===== config.mk =====
export PLATFORM = sky130hd
export DESIGN_NAME = updown_counter_mod
export DESIGN_NICKNAME = d
export VERILOG_FILES = /design/src/rtl/updown_counter_mod.sv
export SDC_FILE = /design/constraint.sdc
export NUM_CORES = 1
export LEC_CHECK = 0
export ABC_AREA = 1
export BUFFER_PORTS_ARGS = -buffer_cell sky130_fd_sc_hd__buf_2
export CORE_MARGIN = 2
export CORE_UTILIZATION = 50
export DETAILED_ROUTE_END_ITERATION = 7
export GPL_TIMING_DRIVEN = 1
export PLACE_DENSITY = 0.78
export SLEW_MARGIN = 40
export SYNTH_ARGS = -nofsm -noshare
export SYNTH_HDL_FRONTEND = slang
export SYNTH_SLANG_ARGS = --single-unit
export TNS_END_PERCENT = 20

===== constraint.sdc =====
create_clock -name clk -period 2.1 [get_ports clk]
set_clock_uncertainty 0.2 [all_clocks]
set_input_delay 0 -clock clk [delete_from_list [all_inputs] [get_ports clk]]
set_output_delay 0 -clock clk [all_outputs]
set_load 0.01 [all_outputs]

===== src/rtl/updown_counter_mod.sv =====
// updown_counter_mod: up/down modulo counter with range, step, prescaler, load, tc and sticky flags.
// Define UDC_SATURATE_EN to add the sat_i port (clamp at the limits instead of wrapping).
module updown_counter_mod #(
  parameter int WIDTH     = 8,
  parameter int MIN_VAL   = 0,
  parameter int MAX_VAL   = 2**WIDTH-1,
  parameter int STEP      = 1,
  parameter int PRESCALE  = 1,
  parameter int RESET_VAL = MIN_VAL
) (
  input  logic             clk,
  input  logic             rst_n,
  input  logic             en_i,
  input  logic             ud_i,
  input  logic             load_i,
  input  logic [WIDTH-1:0] load_val_i,
  input  logic             clr_flags_i,
`ifdef UDC_SATURATE_EN
  input  logic             sat_i,
`endif
  output logic [WIDTH-1:0] q_o,
  output logic             tc_o,
  output logic             ovf_o,
  output logic             unf_o,
  output logic             at_max_o,
  output logic             at_min_o
);
  localparam int PW = PRESCALE > 1 ? $clog2(PRESCALE) : 1;
  localparam int RANGE = MAX_VAL - MIN_VAL + 1;
  localparam logic [WIDTH:0] MAX_X = (WIDTH+1)'(MAX_VAL);
  localparam logic [WIDTH:0] STEP_X = (WIDTH+1)'(STEP);
  localparam logic [WIDTH:0] RANGE_X = (WIDTH+1)'(RANGE);
  localparam logic signed [WIDTH:0] MIN_S = (WIDTH+1)'(MIN_VAL);
  localparam logic signed [WIDTH:0] STEP_S = (WIDTH+1)'(STEP);
  localparam logic [WIDTH-1:0] MAX_W = WIDTH'(MAX_VAL);
  localparam logic [WIDTH-1:0] MIN_W = WIDTH'(MIN_VAL);
  localparam logic [WIDTH-1:0] RST_W = WIDTH'(RESET_VAL);

  logic [WIDTH-1:0] q_q, q_d, up_nxt, dn_nxt, step_nxt, ld_val;
  logic [PW-1:0] pcnt_q, pcnt_d;
  logic tc_q, tc_d, ovf_q, ovf_d, unf_q, unf_d;
  logic tick, up_wrap, dn_wrap, wrap, sat;
  logic [WIDTH:0] up_sum;
  logic signed [WIDTH:0] dn_dif;

`ifdef UDC_SATURATE_EN
  assign sat = sat_i;
`else
  assign sat = 1'b0;
`endif

  // Sums are one bit wider than q so a wrap is detected before any truncation.
  always_comb begin
    tick = en_i && pcnt_q == PW'(PRESCALE-1);
    up_sum = {1'b0, q_q} + STEP_X;
    dn_dif = $signed({1'b0, q_q}) - STEP_S;
    up_wrap = up_sum > MAX_X;
    dn_wrap = dn_dif < MIN_S;
    wrap = ud_i ? up_wrap : dn_wrap;
    up_nxt = up_wrap ? WIDTH'(up_sum - RANGE_X) : up_sum[WIDTH-1:0];
    dn_nxt = dn_wrap ? WIDTH'(dn_dif + $signed(RANGE_X)) : dn_dif[WIDTH-1:0];
    step_nxt = (wrap && sat) ? (ud_i ? MAX_W : MIN_W) : (ud_i ? up_nxt : dn_nxt);
    ld_val = {1'b0, load_val_i} > MAX_X ? MAX_W :
             $signed({1'b0, load_val_i}) < MIN_S ? MIN_W : load_val_i;
    q_d = load_i ? ld_val : tick ? step_nxt : q_q;
    pcnt_d = (load_i || tick) ? '0 : en_i ? pcnt_q + 1'b1 : pcnt_q;
    tc_d = !load_i && tick && wrap;
    ovf_d = (tc_d && ud_i) || (ovf_q && !clr_flags_i);
    unf_d = (tc_d && !ud_i) || (unf_q && !clr_flags_i);
  end

  always_ff @(posedge clk or negedge rst_n) begin
    if (!rst_n) begin
      q_q <= RST_W;
      pcnt_q <= '0;
      tc_q <= 1'b0;
      ovf_q <= 1'b0;
      unf_q <= 1'b0;
    end else begin
      q_q <= q_d;
      pcnt_q <= pcnt_d;
      tc_q <= tc_d;
      ovf_q <= ovf_d;
      unf_q <= unf_d;
    end
  end

  assign q_o = q_q;
  assign tc_o = tc_q;
  assign ovf_o = ovf_q;
  assign unf_o = unf_q;
  assign at_max_o = q_q == MAX_W;
  assign at_min_o = q_q == MIN_W;
endmodule


After elaboration in Yosys (flattened, before gate mapping). Cells that the tools add are included.

Order comparisons: 2. Reductions and logical operators: 16. Add/sub/neg operators: 5. Equal/unequal tests: 1. Bitwise logic cells: 1. Mux-type cells: 8.

Operator list (count): 8-bit 2-to-1 mux (5); 8-bit by 1-bit adder with 9-bit output (second input constant) (1); 9-bit by 8-bit > comparator with 1-bit output (second input constant) (1); 9-bit by 1-bit < comparator with 1-bit output (second input constant) (1); 8-bit by 1-bit subtractor with 9-bit output (second input constant) (1); 8-bit by 1-bit adder with 8-bit output (second input constant) (1); 8-bit equality test (second input constant) (1); 8-bit zero test (1); 8-bit by 1-bit subtractor with 8-bit output (second input constant) (1); 1-bit logical AND (7); 2-bit nonzero test (2); 1-bit zero test (3); 1-bit logical OR (3); 1-bit 2-to-1 mux (3); 1-bit adder (second input constant) (1); 1-bit inverter (1).

Input bits: 14. Register bits after elaboration: 12. Word-level logic and storage cells: 38. Output and inout port bits: 13.

Longest topological paths before layout.
Depth after elaboration: 6. Gate-level depth with buffers: 11. Gate-level depth less buffers: 11.

Least setup slack after synthesis. Ideal clock, no wire load.

Kind: reg-to-reg. Start point: register q_q[0], in the netlist q_o[0]. End point: register ovf_q, in the netlist ovf_o. Arrival: 1.401 ns. Path slack: 0.433 ns. Cell stages (with the launch flop): 11. Buffers on the path: 0. Library setup time: 0.065 ns. Cell sequence: dfrtp_1 > inv_1 > ha_1 > nand2_1 > nor2_1 > nand2_1 > nor2_1 > nand3_1 > nand2_1 > nand3_1 > nand2_1.

Cells in the longest elaborated chain, start to end: 6. Elaborated cells on any way between the ends: 8. Those cells by class: add/sub (2); order compare (2); mux (1); reduce/logical (3).

Ends and longest elaborated chain: start: declaration (line 39) `logic [WIDTH-1:0] q_q, q_d, up_nxt, dn_nxt, step_nxt, ld_val;`; start signal: assignment (line 80) `q_q <= q_d;`; 8-bit by 1-bit subtractor with 9-bit output or 8-bit by 1-bit adder with 9-bit output (tied branches) (line 56, 55); 9-bit by 1-bit < comparator with 1-bit output or 9-bit by 8-bit > comparator with 1-bit output (tied branches) (line 58, 57); 1-bit 2-to-1 mux * (line 59) `wrap = ud_i ? up_wrap : dn_wrap;`; 1-bit logical AND * (line 67) `tc_d = !load_i && tick && wrap;`; 1-bit logical AND * (line 68) `ovf_d = (tc_d && ud_i) || (ovf_q && !clr_flags_i);`; 1-bit logical OR * (line 68); net ovf_d (line 41) `logic tc_q, tc_d, ovf_q, ovf_d, unf_q, unf_d;`; end signal: assignment (line 83) `ovf_q <= ovf_d;`; end: declaration (line 41).

Mark *: on every way through the listed nets, which the timed path passes. The rest lies on a longest branch. A chain may end at the register's enable or synchronous reset.

Worst setup path in the final report.
Start point: register q_q[0], in the netlist q_o[0]. End point: register q_q[5], in the netlist q_o[5].

Cells in the longest elaborated chain, start to end: 6. Elaborated cells on any way between the ends: 11. Those cells by class: add/sub (4); order compare (2); mux (5).

Ends and longest elaborated chain: 8-bit by 1-bit subtractor with 9-bit output or 8-bit by 1-bit adder with 9-bit output (tied branches) (line 56, 55); 8-bit by 1-bit adder with 8-bit output, or another cell as far along (line 61) `dn_nxt = dn_wrap ? WIDTH'(dn_dif + $signed(RANGE_X)) : dn_dif[WIDTH-1:0];`; 8-bit 2-to-1 mux, on equally long branches (line 61, 60); 8-bit 2-to-1 mux * (line 62) `step_nxt = (wrap && sat) ? (ud_i ? MAX_W : MIN_W) : (ud_i ? up_nxt : dn_nxt);`; 8-bit 2-to-1 mux * (2 in a row) (line 65) `q_d = load_i ? ld_val : tick ? step_nxt : q_q;`.

Mark *: on every way between the ends. The rest lies on a longest branch, timed or not. The select of a mux whose other input is x is not followed.

==> results.md <==
- Crit path kind: flop to flop
- Vias in the first global route: 944
- Synth top cells by count: 44 x nand2_1, 17 x inv_1, 14 x nand3_1, 14 x nor2_1, 12 x dfrtp_1
- Yosys Warn Count: 0
- Max_slew headroom: 60.5%
- Post-synthesis async set-or-reset flop share: 100%
- Min Tclk post-route: 2.06 ns
- Hold WC Path Type: input port to flop
- Post-synthesis cell count: 140
- Yosys top cell by area: dfrtp_1
- Worst Hold Path EP: q_o[6]
- Clock share of power: 24.4%
- Final cycle utilization of the critical path: 98.0%
- Setup violators final: 0
- I/O pin count: 27
- Adder-Cell Fraction of Synth Area: 5.45%
- Critical path endpoint category: flop
- Worst slew pin tran: 0.590 ns
- Net Count, Synth: 158
- Final hold vios: 0
- Most frequent cell after synthesis: nand2_1
- Combinational family with the most area after synthesis: simple AND/OR/NAND/NOR gates
- Core Area: 1730 um2
- Overall die height: 46.9 um
- Largest net degree at the start of global routing: 13
- Root Buffer: clkbuf_4
- Switching share of power: 37.0%
- M3 GR Usage: 7.31%
- CP Launch Type: flop
- DR WL/cell: 14.1 um
- Routed WL: 3080 um
- Status: completed
- Int Pwr: 0.000494 W
- Top-area cell type share of the netlist area: 32.7%
- Simple-gate share of the synthesized area: 35.3%
- Post-synthesis compound-gate area fraction: 14.4%
- Drt initial violations: 83
- RePlAce Congestion: 0.889
- GRT overflow: 0
- Critical Path AT: 2.03 ns
- Tot Pwr: 0.000784 W
- DRT Pass-1 Iters: 4
- Yosys reg bits: 12
- Top cells by area, synth: dfrtp_1 33%, nand2_1 18%, nand3_1 7.6%
- Seq pwr share: 37.2%
- Worst r2r dst: q_o[5]
- Die Width: 46.9 um
- Worst r2r path cells: 9
- Initial antenna violation count: 0
- Worst endpoint required time: 2.07 ns
- Most Crowded Layer GR: met2
- Number of distinct library cells after synthesis: 20
- Clk_lat worst skew: 0.28 ns
- Area growth syn-to-layout: 51.4%
- Final ANT Viol Nets: 0
- Share of layout cells above drive strength 1: 23.3%
- DR vias: 1,190
- WHS Path Cells: 5
- Maximum Capacitance Violations: 0
- Clk pin slew, worst setup/hold paths: 0.08 ns
- Post-Synth XOR/XNOR Area: 2.86%
- Buffers on Ports: 26
- Final WS setup: 0.0418 ns
- First-pass GRT wire length: 4240 um
- All-Layer GR Usage: 27.9%
- DRC: 0
- Met1 Resource Use GR: 38.4%
- Initial Util: 53.2%
- Cell area power density: 564 nW/um2
- Unrepaired setup endpoints after global routing: yes
- # diodes: 0
- Post-route cell area: 1390 um2
- GR Layer Usage met2: 40.5%
- DP Wirelength: 1720 um
- Dpl cell area: 1060 um2
- RR Startpoint: q_o[0]
- Number of core rows: 15
- Multiplexer area fraction after synthesis: 0%
- Net count, final: 212
- Most common flop cell mapped by yosys: dfrtp_1
- Bufs on Longest Clock Path: 2
- Max Fclk: 0.486 GHz
- Combinational Power Share: 38.4%
- Die ar.: 2200 um2
- Smallest hold slack: 0.0462 ns
- Post-Place Setup Slack: 0.359 ns
- H-Tree Level Count: 1
- CTS tree: built
- Post-Syn Area: 918 um2
- Post-DR vias/cell: 5.46
- Post-synth EDFFs: 0
- TritonCTS Buffers: 3
- Leakage power: 0.697 nW
- Reg2reg setup slack: 0.04 ns
- Sequential element share of the synthesized area: 32.7%
- Switching power: 0.000291 W
- Min-delay src: load_i
- TritonCTS Sinks: 12
- Syn avg cell area: 6.56 um2
- Slew Limit Fails: 0
- Peak VDD IR: 0.520 mV
- Crit path max fanout: 5
==> layer usage <==
layer	up-vias	wire, um
met4	0	106
met2	92	1430
li1	560	-
met5	-	0
met1	523	1250
met3	15	292
==> through the flow <==
| stage | setup TNS, ns | instances | util [%] |
|---|---|---|---|
| 6_report | 0 | 218 | 80.5 |
| 5_1_grt | -0.0696 | 218 | 80.5 |
| 4_1_cts | 0 | 214 | 76.7 |
| 3_5_place_dp | 0 | 187 | 61.3 |
| 3_3_place_gp | 0 | 187 | 61.3 |
| 2_1_floorplan | 0 | 140 | - |
==> flip-flops by register name (all words and copies together) (netlist names) <==
signal	count
ovf_o	1
pcnt_q	1
q_o	8
unf_o	1
tc_o	1
==> timing repair <==
item,in CTS,in global routing
setup endpoints to repair,0,2
resized for setup,0,10
hold buffers,23,0
buffers inserted,0,4
endpoints found under the hold margin,23,0
==> power by group through the flow <==
stage / Sequential [W] / Combinational [W] / Clock [W]
after floorplan: 0.000288 / 0.000146 / 0
after global placement: 0.000288 / 0.000209 / 0
after detailed placement: 0.000290 / 0.000212 / 0
after CTS: 0.000285 / 0.000248 / 0.000193
after global routing: 0.000296 / 0.000330 / 0.000209
final: 0.000292 / 0.000301 / 0.000192
==> worst max-delay path, cell delays in order, from the launching register on <==
cell and delay [ns]:
dfrtp_1 0.44, buf_4 0.15, nand3_2 0.12, nor2_1 0.12, nand2_1 0.07, nand2_2 0.09, nand2_1 0.05, nand3_1 0.08
o211ai_1 0.07, dlygate4sd3_1 0.56
==> kinds of logic after synthesis <==
kind of cell               after synthesis
xor gates and xnor gates                 3
adders and majority gates                4
DFF                                     12
buffers and inverters                   21
AOI/OAI and AO/OA                       22
and+or+nand+nor                         78
==> area by class of cell <==
class	instances	area (um2)
Clock buffer	4	36.3
Fill cell	117	337
Inverter	17	63.8
Multi-Input combinational cell	107	566
Sequential cell	12	303
Tap cell	25	31.3
Timing Repair Buffer	53	390
==> cells in the final DEF (no fill, tap or decap), types with 2 or more instances in the layout <==
master | Yosys | routed
o211ai_1 | 8 | 8
xor2_1 | 2 | 2
a21oi_1 | 4 | 4
buf_2 | 1 | 26
dlygate4sd3_1 | 0 | 23
o21ai_0 | 8 | 8
inv_2 | 0 | 3
nand2_1 | 44 | 43
nand4_1 | 3 | 3
inv_1 | 17 | 14
nor2_1 | 14 | 14
nand3_1 | 14 | 13
buf_4 | 1 | 4
clkbuf_4 | 0 | 3
dfrtp_2 | 0 | 2
dfrtp_1 | 12 | 10
ha_1 | 4 | 3
==> how the worst max path moves through the flow <==
| stage | start | to | depth (start not counted) |
|---|---|---|---|
| 6_report | q_o[0] | q_o[5] | 9 |
| 3_3_place_gp | q_o[0] | q_o[6] | 9 |
| 4_1_cts | q_o[3] | q_o[5] | 7 |
| 5_1_grt | q_o[0] | q_o[5] | 9 |
| 3_5_place_dp | q_o[0] | ovf_o | 10 |
| 2_1_floorplan | q_o[0] | ovf_o | 10 |
Power figures use the tool's default switching activity.
